File: src/rtl/lcd_controller_if.sv
// Byte/command handshake between the LCD bus interface (master) and lcd_controller (slave).
interface lcd_controller_if;
    logic [7:0] data;
    logic       data_is_cmd;
    logic       data_req;
    logic       data_ack;
    logic       busy;

    modport master (output data, data_is_cmd, data_req, input data_ack, busy);
    modport slave  (input data, data_is_cmd, data_req, output data_ack, busy);
endinterface

File: src/rtl/lcd_controller.sv
// HD44780 8-bit write-only sequencer: power-on wait, setup / E pulse / exec wait, four-phase ack.
// Define LCD_CTRL_INIT_EN to compile in the built-in 6-byte init sequence after power-on.
module lcd_controller #(
    parameter int SETUP_CYCLES      = 2,
    parameter int E_PULSE_CYCLES    = 25,
    parameter int CMD_WAIT_CYCLES   = 2500,
    parameter int CLEAR_WAIT_CYCLES = 100000,
    parameter int POWER_ON_CYCLES   = 1000000
) (
    input  logic             clk,
    input  logic             rst,
    lcd_controller_if.slave  bus,
    output logic             lcd_e,
    output logic             lcd_rs,
    output logic             lcd_rw,
    output logic [7:0]       lcd_data
);

    typedef enum logic [2:0] {
        S_POWER_WAIT,
`ifdef LCD_CTRL_INIT_EN
        S_INIT_LOAD,
`endif
        S_SETUP,
        S_PULSE,
        S_WAIT,
        S_ACK,
        S_IDLE
    } state_t;

    localparam logic [23:0] LD_POWER = 24'(POWER_ON_CYCLES - 1);
    localparam logic [23:0] LD_SETUP = 24'(SETUP_CYCLES - 1);
    localparam logic [23:0] LD_PULSE = 24'(E_PULSE_CYCLES - 1);
    localparam logic [23:0] LD_CMD   = 24'(CMD_WAIT_CYCLES - 1);
    localparam logic [23:0] LD_CLEAR = 24'(CLEAR_WAIT_CYCLES - 1);

    state_t      state_q;
    logic [23:0] cnt_q;
    logic        e_q, rs_q, ack_q, busy_q;
    logic [7:0]  data_q;
    logic        is_clear;

`ifdef LCD_CTRL_INIT_EN
    logic       init_q;
    logic [2:0] idx_q;

    function automatic logic [7:0] init_byte(input logic [2:0] i);
        case (i)
            3'd0, 3'd1, 3'd2: return 8'h38;
            3'd3:             return 8'h0C;
            3'd4:             return 8'h01;
            default:          return 8'h06;
        endcase
    endfunction
`endif

    // Clear display (0x01) and return home (0x02/0x03) need the long execution wait.
    assign is_clear = !rs_q && (data_q[7:2] == 6'd0) && (data_q[1:0] != 2'd0);

    always_ff @(posedge clk or posedge rst) begin
        if (rst) begin
            state_q <= S_POWER_WAIT;
            cnt_q   <= LD_POWER;
            e_q     <= 1'b0;
            rs_q    <= 1'b0;
            data_q  <= 8'h00;
            ack_q   <= 1'b0;
            busy_q  <= 1'b1;
`ifdef LCD_CTRL_INIT_EN
            init_q  <= 1'b1;
            idx_q   <= 3'd0;
`endif
        end else begin
            case (state_q)
                S_POWER_WAIT: begin
                    if (cnt_q == 24'd0) begin
`ifdef LCD_CTRL_INIT_EN
                        state_q <= S_INIT_LOAD;
`else
                        state_q <= S_IDLE;
                        busy_q  <= 1'b0;
`endif
                    end else begin
                        cnt_q <= cnt_q - 24'd1;
                    end
                end
`ifdef LCD_CTRL_INIT_EN
                S_INIT_LOAD: begin
                    data_q  <= init_byte(idx_q);
                    rs_q    <= 1'b0;
                    cnt_q   <= LD_SETUP;
                    state_q <= S_SETUP;
                end
`endif
                S_IDLE: begin
                    if (bus.data_req) begin
                        data_q  <= bus.data;
                        rs_q    <= !bus.data_is_cmd;
                        cnt_q   <= LD_SETUP;
                        busy_q  <= 1'b1;
                        state_q <= S_SETUP;
                    end
                end
                S_SETUP: begin
                    if (cnt_q == 24'd0) begin
                        e_q     <= 1'b1;
                        cnt_q   <= LD_PULSE;
                        state_q <= S_PULSE;
                    end else begin
                        cnt_q <= cnt_q - 24'd1;
                    end
                end
                S_PULSE: begin
                    if (cnt_q == 24'd0) begin
                        e_q     <= 1'b0;
                        cnt_q   <= is_clear ? LD_CLEAR : LD_CMD;
                        state_q <= S_WAIT;
                    end else begin
                        cnt_q <= cnt_q - 24'd1;
                    end
                end
                S_WAIT: begin
                    if (cnt_q == 24'd0) begin
`ifdef LCD_CTRL_INIT_EN
                        if (init_q) begin
                            if (idx_q == 3'd5) begin
                                init_q  <= 1'b0;
                                busy_q  <= 1'b0;
                                state_q <= S_IDLE;
                            end else begin
                                idx_q   <= idx_q + 3'd1;
                                state_q <= S_INIT_LOAD;
                            end
                        end else begin
                            ack_q   <= 1'b1;
                            state_q <= S_ACK;
                        end
`else
                        ack_q   <= 1'b1;
                        state_q <= S_ACK;
`endif
                    end else begin
                        cnt_q <= cnt_q - 24'd1;
                    end
                end
                S_ACK: begin
                    if (!bus.data_req) begin
                        ack_q   <= 1'b0;
                        busy_q  <= 1'b0;
                        state_q <= S_IDLE;
                    end
                end
                default: begin
                    state_q <= S_POWER_WAIT;
                    cnt_q   <= LD_POWER;
                    busy_q  <= 1'b1;
                end
            endcase
        end
    end

    assign lcd_e        = e_q;
    assign lcd_rs       = rs_q;
    assign lcd_rw       = 1'b0;
    assign lcd_data     = data_q;
    assign bus.data_ack = ack_q;
    assign bus.busy     = busy_q;

endmodule

File: src/flat_wrapper.sv
// flat-port wrapper written by rule: the top's interface ports become plain ports
module lcd_controller_flat 
#(
    parameter int SETUP_CYCLES      = 2,
    parameter int E_PULSE_CYCLES    = 25,
    parameter int CMD_WAIT_CYCLES   = 2500,
    parameter int CLEAR_WAIT_CYCLES = 100000,
    parameter int POWER_ON_CYCLES   = 1000000
)
  (clk, rst, lcd_e, lcd_rs, lcd_rw, lcd_data, bus_data, bus_data_is_cmd, bus_data_req, bus_data_ack, bus_busy);
  lcd_controller_if bus_i ();
  input  logic clk;
  input  logic rst;
  output logic lcd_e;
  output logic lcd_rs;
  output logic lcd_rw;
  output logic [7:0] lcd_data;
  input wire logic [$bits(bus_i.data)-1:0] bus_data;
  input wire logic [$bits(bus_i.data_is_cmd)-1:0] bus_data_is_cmd;
  input wire logic [$bits(bus_i.data_req)-1:0] bus_data_req;
  output wire logic [$bits(bus_i.data_ack)-1:0] bus_data_ack;
  output wire logic [$bits(bus_i.busy)-1:0] bus_busy;
  assign bus_i.data = bus_data;
  assign bus_i.data_is_cmd = bus_data_is_cmd;
  assign bus_i.data_req = bus_data_req;
  assign bus_data_ack = bus_i.data_ack;
  assign bus_busy = bus_i.busy;
  lcd_controller #(.SETUP_CYCLES(SETUP_CYCLES), .E_PULSE_CYCLES(E_PULSE_CYCLES), .CMD_WAIT_CYCLES(CMD_WAIT_CYCLES), .CLEAR_WAIT_CYCLES(CLEAR_WAIT_CYCLES), .POWER_ON_CYCLES(POWER_ON_CYCLES)) u_core (.clk(clk), .rst(rst), .bus(bus_i), .lcd_e(lcd_e), .lcd_rs(lcd_rs), .lcd_rw(lcd_rw), .lcd_data(lcd_data));
endmodule
File: config.mk
export PLATFORM = sky130hd
export DESIGN_NAME = lcd_controller_flat
export DESIGN_NICKNAME = d
export VERILOG_FILES = /design/src/rtl/lcd_controller_if.sv /design/src/rtl/lcd_controller.sv /design/src/flat_wrapper.sv
export SDC_FILE = /design/constraint.sdc
export NUM_CORES = 1
export LEC_CHECK = 0
export ABC_CLOCK_PERIOD_IN_PS = 4500
export CORE_MARGIN = 10
export CORE_UTILIZATION = 50
export CTS_CLUSTER_SIZE = 30
export DETAILED_ROUTE_END_ITERATION = 8
export PLACE_DENSITY = 0.72
export SLEW_MARGIN = 25
export SYNTH_ARGS = -nofsm -noshare
export SYNTH_HDL_FRONTEND = slang
export SYNTH_SLANG_ARGS = --single-unit
File: constraint.sdc
create_clock -name clk -period 4.5 [get_ports clk]
set_input_delay 0.675 -clock clk [delete_from_list [all_inputs] [get_ports clk]]
set_output_delay 0.675 -clock clk [all_outputs]
set_load 0.01 [all_outputs]
## Yosys cells after proc, flatten, opt, wreduce, memory -nomap -nowiden

Index checks and enable logic that the tools add are counted.
W data, S select, Z words.

- Register bits after elaboration: 39
- Memory bits (writable): 0
- Latch bits: 0
- Bits in read-only memories: 0
- Bits of input ports: 12
- Output and inout bits: 13
- Memories kept: 0
- Word-level logic and storage cells: 60

- Add/sub/neg operators: 1
- Bitwise logic cells: 2
- Multiplexer cells: 20
- Reductions and logical operators: 18
- Order comparisons: 0
- Equality and inequality tests: 12
- Multipliers: 0
- Shifts and indexed selects: 0
- Divide/modulo/power cells: 0

Operators by type and width:

| kind | number |
|---|---|
| $pmux W24 S5 | 1 |
| $mux W24 | 4 |
| $logic_not A24 Y1 | 1 |
| $sub A24 B1 Y24 const B | 1 |
| $mux W3 | 6 |
| $pmux W3 S6 | 1 |
| $mux W17 | 1 |
| $reduce_and A3 Y1 | 3 |
| $ne A2 B1 Y1 const B | 4 |
| $eq A3 B2 Y1 const B | 2 |
| $eq A3 B3 Y1 const B | 2 |
| $logic_not A6 Y1 | 1 |
| $ne A2 B2 Y1 const B | 3 |
| $reduce_and A6 Y1 | 1 |
| $reduce_bool A2 Y1 | 3 |
| $mux W1 | 4 |
| $pmux W1 S2 | 2 |
| $pmux W1 S4 | 1 |
| $reduce_and A4 Y1 | 1 |
| $eq A3 B1 Y1 const B | 1 |
| $logic_not A3 Y1 | 1 |
| $reduce_or A3 Y1 | 1 |
| $logic_and A1 B1 Y1 | 2 |
| $logic_not A1 Y1 | 2 |
| 3 further kinds | 4 |

## Depth between registers and ports, before layout

Gate-level depths: netlist of run 1.

- Depth in word-level cells: 6
- Gate-level depth with buffers: 10
- Mapped depth without buffers: 9

## Worst setup path before layout of run 1

OpenSTA, ideal clock, no wires.

- Path kind: register to register
- Start: register u_core.cnt_q[0]
- End: register u_core.cnt_q[12]
- Cell stages (with the launch flop): 11
- Slack: 2.349 ns
- Arrival: 2.016 ns
- Clock period less this slack: 2.151 ns
- Buffers on the path: 1
- Data required time: 4.366 ns
- Cell sequence: dfstp_2 inv_1 ha_1 nor2b_1 nand4_1 o21ai_1 a22oi_1 inv_1 buf_2 o41ai_1 a21oi_1

- Longest elaborated chain between the ends: 3
- Elaborated cells on any way between the ends: 8
- Those cells by class: add/sub (1); eq/ne (1); mux (4); reduce/logical (2)

RTL lines:

| item | RTL line | RTL |
|---|---|---|
| start, declared | lcd_controller.sv:38 | `logic [23:0] cnt_q;` |
| start signal, assigned | lcd_controller.sv:84 | `cnt_q <= cnt_q - 24'd1;` |
| start signal, assigned | lcd_controller.sv:110 | `cnt_q <= cnt_q - 24'd1;` |
| start signal, assigned | lcd_controller.sv:116 | `cnt_q <= is_clear ? LD_CLEAR : LD_CMD;` |
| $sub A24 B1 Y24 / $logic_not A24 Y1 (equally long branches) | - |  |
| $mux W24 (tied with other cells) | lcd_controller.sv:76, lcd_controller.sv:123 |  |
| $pmux W24 S5 / $reduce_and A3 Y1 (equally long branches) | - |  |

Several ways; a longest one is shown, not always the timed one. The select of a mux whose other input is x is not followed.
A chain may end at the register's enable or synchronous reset.

## Worst setup path after layout of run 1

- Start: register u_core.cnt_q[0]
- End: register u_core.cnt_q[20]

Same word-level chain as after synthesis.

==> impl_summary.txt, run 1 <==
----------------------------------------------------
[Synthesis]
  Post-Syn Nets ... 281
  Xor and xnor fraction of the mapped netlist area ... 0.00758
  Main synth FF type ... dfrtp_1
  Adder and majority gate portion of the synthesized area ... 0.0108
  Most area-hungry cell type in the Yosys netlist ... dfrtp_1
  Number of instances in the synthesized netlist ... 267
  Synthesized flop and latch total ... 39
  Multiplexer share of the synthesized area ... 0.0390
  Sequential cell area fraction in the yosys report ... 0.429
  Count of cell types in the netlist ... 53
  Avg Inst Size Synth ... around 8.7 um^2
  Proportion of netlist area held by the largest area contributor ... 0.282
  Post-synthesis compound-gate area fraction ... 0.230
  Largest family of logic cells by synthesized area ... simple AND/OR/NAND/NOR gates
  Number of flops mapped to enable cells by yosys ... 0
  Netlist Area Pre-Place ... approximately 2300 um^2
  Biggest area contributors in the synthesized netlist ... dfrtp_1 (28%), dfstp_2 (15%), a21oi_1 (7.6%)
  Synth async-reset ratio ... 1.00
  Number of synthesis warnings ... 0
  Post-synthesis simple-gate area fraction ... 0.239

[Placement]
  Post-place setup slack ... around 1.1 ns
  IO Port Bufs ... 23
  Post-detail-place hpwl ... 4110 um
  GP Congestion ... 0.877

[CTS]
  Clock latency on the worst-skew pair ... approximately 0.30 ns
  Inserted Clock Buffers ... 5
  H-tree levels ... 2
  Clock transition time at the flip-flop clock pins of the worst setup and hold paths ... 0.07 ns
  CTS tree ... built
  Count of hold buffers inserted by post-cts repair ... 0
  Root buffer cell ... clkbuf_8
  Post-CTS Setup Inserts ... 0
  Max clock buf depth ... 2
  Clk sinks ... 39
  Number of resized instances in the post-cts repair step ... 0

[Drt]
  Number of nets still failing antenna checks after routing ... 0
  First-pass detailed-route iteration total ... 4
  Sum of routed wire length over all layers ... 5630 um
  DR iter-0 viols ... 160
  Post-DR vias/cell ... 6.08
  Residual DRC ... 0
  WL per Instance ... 16.6 um
  Via total after detailed routing ... roughly 2100

[Timing]
  Final TNS setup ... 0 ns
  Highest clock rate ... 291 MHz
  Worst Clk Skew ... 0.00710 ns
  Worst slew margin relative to its limit ... 0.383
  Unrepaired setup endpoints after global routing ... no
  Final-report setup violation count ... 0
  Clock period minus worst slack ... 3.43 ns
  Number of hold violations in the final report ... 0
  Max-slew violation count ... 0
  Ratio of final minimum period to clock period ... 0.763
  Post-route worst setup slack ... approximately 1.1 ns
  Slew at the pin closest to its max-slew limit ... 0.922 ns

[Critical path]
  Maximum fanout encountered on the critical timing path ... 15
  Series of cell instances along the critical path ... inv_1, ha_1, nor2b_1, nand4_1, o21ai_1, a22oi_1, inv_1, or4_1, a21oi_1
  Crit. End Element ... register
  Slowest stage delay, CP ... 0.78 ns
  Logic depth of the worst path, buffers included ... 9
  Worst reg-to-reg path cell count ... 9
  Critical Path Start Type ... register
  Most frequent cell on the critical path ... inv_1
  Required time of the worst setup path ... about 4.7 ns
  Category of the most critical setup path ... reg -> reg
  Slowest library cell on the worst path ... a22oi_1
  Buffers and inverters on the worst path ... 2
  WP data arrival ... 3.65 ns
  Family with the most delay on the worst path ... compound AO/OA/AOI/OAI gates

[GRT]
  Antenna violations before repair ... 0
  Total routing usage reported by global routing ... 0.155
  Pin count of the biggest net entering global routing ... 40
  First-pass GRT wire length ... 9620 um
  GR Overflow Total ... 0
  Number of global-route vias before repair ... 1997

[Finish]
  Total number of nets in the final design ... 301
  Top library cells by usage in the layout, fill and taps aside ... a21oi_1 (35), dfrtp_1 (26), nor2_1 (25), clkdlybuf4s50_1 (23), nand2_1 (21)
  Utilization of the core after routing ... 0.600
  Fraction of final layout cells with drive strength greater than 1 ... 0.122
  # diodes ... 0
  Area growth syn-to-layout ... 14.7%
  Most common cell after layout, fill and taps aside ... a21oi_1

[Die]
  Total die area ... 7740 um^2
  Die height ... 88.0 um
  Std cell rows ... 24
  Area of the core ... 4410 um^2
  Horiz. Die Dim ... 88.0 um
  Initial cell density of the core ... 0.524
  I/O pin count ... 25

[Pwr]
  Pwr Density ... 224 nW/um^2
  Worst IR Drop VDD ... 0.168 mV
  Standby leakage power ... 1.07 nW

[Worst hold path]
  Hold path depth ... 2
  Min-delay worst type ... reg -> reg

[Run]
  Max-cap violation count ... 0

[Outcome]
  Run status ... completed

----------------------------------------------------
-- layer usage --
layer  global-route usage  share of wire  wire (um)
met1                0.193           0.43       2410
met2                0.238           0.47       2670
met3               0.0622          0.081        455
met4               0.0536          0.016         89
met5                    0              0          0
-- Yosys cell counts (all sizes together), types with 4 or more instances --
cell    instances
nor3           15
dfstp          13
or4             7
mux2            8
or2             4
nand4           4
nand2          21
inv            13
o31ai           4
o21ai          20
clkbuf          9
or3             7
nand3           9
a21oi          35
nor2           25
dfrtp          26
-- worst paths after layout --
| kind | from | to | slack (ns) |
|---|---|---|---|
| max | u_core.cnt_q[0]$_DFFE_PP1P_ | u_core.cnt_q[20]$_DFFE_PP0P_ | 1.07 |
| min | u_core.cnt_q[17]$_DFFE_PP1P_ | u_core.cnt_q[17]$_DFFE_PP1P_ | 0.48 |
| max reg2reg | u_core.cnt_q[0]$_DFFE_PP1P_ | u_core.cnt_q[20]$_DFFE_PP0P_ | 1.07 |
| min reg2reg | u_core.cnt_q[17]$_DFFE_PP1P_ | u_core.cnt_q[17]$_DFFE_PP1P_ | 0.48 |
| max in group asynchronous | rst | u_core.cnt_q[17]$_DFFE_PP1P_ | 3.35 |
| min in group asynchronous | rst | u_core.lcd_data[5]$_DFFE_PP0P_ | 0.79 |
-- power by group --
group          internal (mW)  leakage [nW]  switching [mW]
sequential             0.351         0.451               0
combinational        0.00915         0.580         0.00819
clock                  0.110        0.0395           0.116
-- logic make-up (layout without fill, tap and decap cells) --
logic type | count (synthesis) | after routing
multiplexers | 8 | 8
other | 1 | 1
adder cells (fa/ha/maj) | 2 | 2
flip-flops | 39 | 39
buffers and inverters | 25 | 46
AO/OA/AOI/OAI | 86 | 86
XOR/XNOR | 2 | 2
AND/OR/NAND/NOR | 104 | 104
-- cell type report --
type / instances / area (um^2)
fillers: 382 / 1760
well taps: 52 / 65.1
inverters: 13 / 48.8
clock buffers: 8 / 80.1
repair buffers: 25 / 245
flip-flops and latches: 39 / 992
multi-input cells: 203 / 1220
-- stage by stage --
step	cells	hold slack [ns]	instance area, um^2	power (mW)
2_1_floorplan	267	0.455	2310	0.364
3_3_place_gp	332	0.471	2570	0.375
3_5_place_dp	332	0.470	2570	0.375
4_1_cts	340	0.481	2650	0.601
5_1_grt	340	0.519	2650	0.617
6_report	340	0.480	2650	0.594
-- worst min-delay path, cell delays in order (launching register included) --
cell and delay (ns):
dfstp_2 0.38, inv_1 0.05, a21oi_1 0.05
-- registers in the layout (all words and copies together) (netlist names) --
signal,flops
u_core.lcd_rs,1
u_core.lcd_data,8
u_core.cnt_q,24
u_core.bus.data_ack,1
u_core.lcd_e,1
u_core.state_q,3
u_core.bus.busy,1
No activity file was read; power rests on OpenSTA's default activity.
==> inputs of run 2 (changes only) <==
Settings changed: ABC_CLOCK_PERIOD_IN_PS 4500 to 3470.
Clock period 4.5 ns to 3.47 ns, I/O delays scaled along.
==> run 2 against run 1 <==
  * Clock power grew 77%
  * Combinational power grew 31%
  * Maximum frequency grew 25%
  * Utilization grew 1.2 points
  * Worst hold slack gained 0.012 ns
  * Power grew 48%
  * Sequential power grew 30%
  * Final area grew 2.0%
  * Register-to-register slack lost 0.35 ns
  * Routed wire length grew 2.0%
  * First-iteration DRC count grew 15%
==> impl_summary.txt, run 2 (same netlist as run 1, synthesis figures left out) <==
----------------------------------------------------
[Outcome]
  Run status ... completed

[Placement]
  IO Port Bufs ... 23
  Number of placed instances, taps included ... 334
  GP Congestion ... 0.897
  Post-detail-place hpwl ... 4190 um
  Area of placed instances ... 2580 um^2

[Critical path]
  WP data arrival ... 2.98 ns
  Worst reg-to-reg path cell count ... 9
  Startpoint of the worst-slack reg-to-reg timing path ... u_core.cnt_q[0]$_DFFE_PP1P_
  Buffers and inverters on the worst path ... 2
  Critical Path Sink ... u_core.cnt_q[20]$_DFFE_PP0P_
  Worst flop-to-flop path endpoint ... u_core.cnt_q[20]$_DFFE_PP0P_
  Category of the most critical setup path ... reg -> reg
  Series of cell instances along the critical path ... inv_1, ha_1, nor2b_1, nand4_1, o21ai_1, a22oi_1, inv_1, or4_1, a21oi_1
  Slowest stage delay, CP ... between 0.5 and 0.6 ns
  Family with the most delay on the worst path ... simple AND/OR/NAND/NOR gates
  Logic depth of the worst path, buffers included ... 9
  Critical Path Start Type ... register
  Crit. End Element ... register
  First element of the critical path ... u_core.cnt_q[0]$_DFFE_PP1P_
  Setup slack on the worst flop-to-flop path ... slightly above 0.7 ns
  Slowest library cell on the worst path ... dfstp_2
  Maximum fanout encountered on the critical timing path ... 15
  Most frequent cell on the critical path ... inv_1
  Required time of the worst setup path ... 3.70 ns

[Timing]
  Worst Clk Skew ... 0.00818 ns
  Number of hold violations in the final report ... 0
  Ratio of final minimum period to clock period ... 0.793
  Worst slew margin relative to its limit ... 0.542
  Final TNS setup ... 0 ns
  Final-report setup violation count ... 0
  Clock period minus worst slack ... 2.75 ns
  Slew at the pin closest to its max-slew limit ... 0.682 ns
  Unrepaired setup endpoints after global routing ... no
  Max-slew violation count ... 0
  Highest clock rate ... 364 MHz

[GRT]
  Total routing usage reported by global routing ... 0.158
  Antenna violations before repair ... 0
  GR Overflow Total ... 0
  Number of global-route vias before repair ... slightly above 2000
  Pin count of the biggest net entering global routing ... 40
  First-pass GRT wire length ... ~10000 um

[Die]
  Area of the core ... 4410 um^2
  Total die area ... 7740 um^2
  Initial cell density of the core ... 0.524
  I/O pin count ... 25
  Std cell rows ... 24
  Die height ... 88.0 um
  Horiz. Die Dim ... 88.0 um

[CTS]
  H-tree levels ... 2
  CTS tree ... built
  Clk sinks ... 39
  Inserted Clock Buffers ... 5
  Post-CTS Setup Inserts ... 0
  Count of hold buffers inserted by post-cts repair ... 0
  Number of resized instances in the post-cts repair step ... 0
  Root buffer cell ... clkbuf_8
  Clock transition time at the flip-flop clock pins of the worst setup and hold paths ... 0.08 ns
  Max clock buf depth ... 2
  Clock latency on the worst-skew pair ... 0.30 ns

[Drt]
  First-pass detailed-route iteration total ... 4
  Via total after detailed routing ... approximately 2100
  Number of nets still failing antenna checks after routing ... 0
  WL per Instance ... 16.8 um
  Residual DRC ... 0
  DR iter-0 viols ... 184
  Post-DR vias/cell ... 6.22
  Sum of routed wire length over all layers ... 5740 um

[Pwr]
  Switching power share of the total ... 0.203
  Clock network power share ... 0.456
  Internal power consumption ... 0.700 mW
  Sequential Power Share ... 0.518
  Power share of the combinational group ... 0.026
  Worst IR Drop VDD ... approximately 0.22 mV
  Total net switching power ... 0.178 mW
  Pwr Density ... between 300 and 400 nW/um^2
  Standby leakage power ... 1.10 nW

[Worst hold path]
  Min-delay worst type ... reg -> reg

[Finish]
  Final Instance Area ... 2700 um^2
  Most common cell after layout, fill and taps aside ... a21oi_1
  Register name with the most flops ... u_core.cnt_q
  Count of non-filler cells in the finished layout ... 342
  Fraction of final layout cells with drive strength greater than 1 ... 0.138
  Flip-flop count of the largest register after layout ... 24
  Top library cells by usage in the layout, fill and taps aside ... a21oi_1 (35), dfrtp_1 (26), nor2_1 (25), clkdlybuf4s50_1 (23), nand2_1 (21)
  Total number of nets in the final design ... 303
  # diodes ... 0
  Area growth syn-to-layout ... 16.9%

[Run]
  Max-cap violation count ... 0

----------------------------------------------------
[run 2: cell count changes in the layout (fill, tap and decap cells not counted)]
cell,previous run,this run
buf_4,2,4
clkinv_2,0,1
bufinv_16,0,1
clkbuf_1,3,0
clkbuf_8,5,6
[run 2: worst min-delay path by stage]
stage / from / end / slack [ns] / depth (start not counted)
after floorplan: u_core.cnt_q[17]$_DFFE_PP1P_ / u_core.cnt_q[17]$_DFFE_PP1P_ / 0.46 / 2
final: u_core.cnt_q[17]$_DFFE_PP1P_ / u_core.cnt_q[17]$_DFFE_PP1P_ / 0.49 / 2
after detailed placement: u_core.cnt_q[17]$_DFFE_PP1P_ / u_core.cnt_q[17]$_DFFE_PP1P_ / 0.48 / 2
after global placement: u_core.cnt_q[17]$_DFFE_PP1P_ / u_core.cnt_q[17]$_DFFE_PP1P_ / 0.47 / 2
after CTS: u_core.cnt_q[17]$_DFFE_PP1P_ / u_core.cnt_q[17]$_DFFE_PP1P_ / 0.49 / 2
after global routing: u_core.cnt_q[2]$_DFFE_PP1P_ / u_core.cnt_q[2]$_DFFE_PP1P_ / 0.51 / 2
[run 2: worst register-to-register path, delay by kind of cell (launching register included)]
family	cells	cell delay, ns
adders and majority gates	1	0.21
buffers and inverters	2	0.33
and+or+nand+nor	3	0.84
AOI/OAI and AO/OA	3	0.75
DFF	1	0.56
[run 2: cell type report]
| cell class | instances | area (um^2) |
|---|---|---|
| Clock buffer | 6 | 82.6 |
| Clock inverter | 2 | 35.0 |
| Fill cell | 380 | 1710 |
| Inverter | 13 | 48.8 |
| Multi-Input combinational cell | 203 | 1220 |
| Sequential cell | 39 | 992 |
| Tap cell | 52 | 65.1 |
| Timing Repair Buffer | 27 | 260 |
[run 2: power groups by stage]
stage	Combinational, mW	Sequential, mW	Clock (mW)
6_report	0.0226	0.455	0.401
3_3_place_gp	0.0233	0.463	0
5_1_grt	0.0255	0.455	0.426
4_1_cts	0.0234	0.455	0.404
3_5_place_dp	0.0233	0.463	0
2_1_floorplan	0.00842	0.463	0
[run 2: per-stage QoR]
stage	hold slack [ns]	worst slack [ns]	util	power (mW)
after floorplan	0.455	1.32	-	0.472
after global placement	0.472	0.873	0.586	0.487
after detailed placement	0.483	0.785	0.586	0.487
after CTS	0.492	0.755	0.612	0.882
after global routing	0.514	0.417	0.612	0.906
final	0.493	0.719	0.612	0.878
[run 2: per-layer routing]
layer / track usage / vias to the layer above / share of wire
li1: - / 1018 / -
met4: 0.0580 / 0 / 0.013
met3: 0.0492 / 7 / 0.064
met5: 0 / - / 0
met1: 0.196 / 1042 / 0.43
met2: 0.251 / 60 / 0.50
==> inputs of run 3 (changes only) <==
Settings changed: ABC_CLOCK_PERIOD_IN_PS 3470 to 2400, PLACE_DENSITY 0.72 to 0.75.
Clock period 3.47 ns to 2.4 ns, I/O delays scaled along.
==> run 3 against run 2 <==
  * First-iteration DRC count down 15%
  * Final area up 7.0%
  * Routed wire length up 7.2%
  * Critical endpoint unchanged
==> impl_summary.txt, run 3 (same netlist as run 1, synthesis figures left out) <==
----------------------------------------------------
[Outcome]
  Run status ... completed

[Timing]
  Number of hold violations in the final report ... 0
  Highest clock rate ... 428 MHz
  Unrepaired setup endpoints after global routing ... yes
  Ratio of final minimum period to clock period ... 0.974
  Clock period minus worst slack ... roughly 2.3 ns
  Worst Clk Skew ... 0.0100 ns
  Final TNS setup ... 0 ns
  Max-slew violation count ... 0
  Final-report setup violation count ... 0

[Critical path]
  Critical Path Start Type ... register
  Maximum fanout encountered on the critical timing path ... 7
  WP data arrival ... 2.57 ns
  Crit. End Element ... register
  Category of the most critical setup path ... reg -> reg
  Required time of the worst setup path ... about 2.6 ns

[CTS]
  Max clock buf depth ... 2
  Inserted Clock Buffers ... 5
  H-tree levels ... 2
  Root buffer cell ... clkbuf_8
  CTS tree ... built
  Clk sinks ... 39
  Clock latency on the worst-skew pair ... 0.30 ns
  Clock transition time at the flip-flop clock pins of the worst setup and hold paths ... 0.08 ns

[Pwr]
  Sequential Power Share ... 0.553
  Total net switching power ... 0.252 mW
  Worst IR Drop VDD ... 0.289 mV
  Power share of the combinational group ... 0.028
  Pwr Density ... just over 400 nW/um^2
  Clock network power share ... 0.419
  Standby leakage power ... 1.21 nW
  Internal power consumption ... roughly 0.94 mW
  Switching power share of the total ... 0.212

[Die]
  Die height ... 88.0 um
  I/O pin count ... 25
  Total die area ... roughly 7700 um^2
  Std cell rows ... 24
  Initial cell density of the core ... 0.524
  Area of the core ... 4410 um^2
  Horiz. Die Dim ... 88.0 um

[Drt]
  Sum of routed wire length over all layers ... 6150 um
  Met2 wire len ... 2910 um
  WL met1 ... 2650 um
  WL met3 ... around 450 um
  Uppermost routed layer ... met4
  Via total after detailed routing ... 2231
  WL per Instance ... 16.8 um
  Number of nets still failing antenna checks after routing ... 0
  Residual DRC ... 0
  Post-DR vias/cell ... 6.10
  DR iter-0 viols ... 156
  First-pass detailed-route iteration total ... 4

[Finish]
  Utilization of the core after routing ... 0.655
  Flip-flop count of the largest register after layout ... 24
  # diodes ... 0
  Area growth syn-to-layout ... 25.1%
  Top library cells by usage in the layout, fill and taps aside ... a21oi_1 (35), buf_4 (27), dfrtp_1 (26), nor2_1 (24), clkdlybuf4s50_1 (23)
  Register name with the most flops ... u_core.cnt_q
  Fraction of final layout cells with drive strength greater than 1 ... 0.217
  Total number of nets in the final design ... 327
  Fill count ... roughly 380
  Most common cell after layout, fill and taps aside ... a21oi_1

[Run]
  Max-cap violation count ... 0

[GRT]
  GR Overflow Total ... 0
  Pin count of the biggest net entering global routing ... 40
  Total routing usage reported by global routing ... 0.161
  Antenna violations before repair ... 0
  First-pass GRT wire length ... 10000 um
  Number of global-route vias before repair ... 2157

[Worst hold path]
  Min-delay worst type ... in -> async

[Placement]
  Post-detail-place hpwl ... around 4400 um
  GP Congestion ... about 0.86
  IO Port Bufs ... 23

----------------------------------------------------
==> run 3: changes by cell type in the layout (fill, tap and decap cells not counted), sizes merged <==
| cell | before | now |
|---|---|---|
| clkinv | 1 | 0 |
| bufinv | 1 | 0 |
| buf | 4 | 27 |
| clkbuf | 6 | 9 |
==> run 3: critical path, stage by stage, from the launching register on <==
cell,delay (ns)
dfstp_2,0.54
inv_1,0.08
ha_1,0.18
nor2b_1,0.13
nand4_1,0.27
o21ai_2,0.11
a22oi_2,0.23
inv_2,0.09
or4_1,0.47
a21oi_1,0.16
==> run 3: repair_timing <==
item	CTS	global route
hold buffers	0	0
buffers inserted	0	8
gates resized for setup	0	6
endpoints found under the setup margin	0	21
==> run 3: area by class of cell <==
class	instances	area, um^2	share of cell area
tap	52	65.1	0.0225
clock buffer	8	100	0.0346
multi-input combinational	203	1250	0.431
inverter	13	48.8	0.0169
sequential	39	992	0.343
timing repair buffer	51	438	0.151
==> run 3: worst paths after layout <==
| check | to | cells past startpoint | slack [ns] | start |
|---|---|---|---|---|
| max | u_core.cnt_q[20]$_DFFE_PP0P_ | 9 | 0.06 | u_core.cnt_q[1]$_DFFE_PP1P_ |
| min | u_core.cnt_q[15]$_DFFE_PP0P_ | 3 | 0.48 | rst |
| max reg2reg | u_core.cnt_q[20]$_DFFE_PP0P_ | 9 | 0.06 | u_core.cnt_q[1]$_DFFE_PP1P_ |
| min reg2reg | u_core.cnt_q[17]$_DFFE_PP1P_ | 2 | 0.49 | u_core.cnt_q[17]$_DFFE_PP1P_ |
| max in group asynchronous | u_core.bus.busy$_DFFE_PP1P_ | 3 | 1.56 | rst |
| min in group clk | u_core.cnt_q[17]$_DFFE_PP1P_ | 2 | 0.49 | u_core.cnt_q[17]$_DFFE_PP1P_ |
==> run 3: metrics by stage <==
stage               setup slack, ns  std cells  cell area (um^2)  hold slack, ns  power, mW
finish                       0.0612        366              2890           0.476       1.19
global route                -0.0730        366              2890           0.511       1.23
CTS                          0.0200        358              2810           0.484       1.20
detailed placement           0.0356        350              2710           0.475      0.704
global placement              0.112        350              2710           0.468      0.703
floorplan                     0.249        267              2310           0.455      0.682
==> run 3: power groups by stage <==
stage	Sequential (mW)	Combinational [mW]	Clock, mW
2_1_floorplan	0.670	0.0122	0
3_3_place_gp	0.670	0.0337	0
3_5_place_dp	0.670	0.0340	0
4_1_cts	0.658	0.0341	0.510
5_1_grt	0.658	0.0375	0.538
6_report	0.658	0.0331	0.498
==> run 3: layer usage <==
| metal | up-vias | global-route usage |
|---|---|---|
| met3 | 13 | 0.0501 |
| met5 | - | 0 |
| met4 | 0 | 0.0696 |
| li1 | 1068 | - |
| met1 | 1073 | 0.193 |
| met2 | 77 | 0.262 |
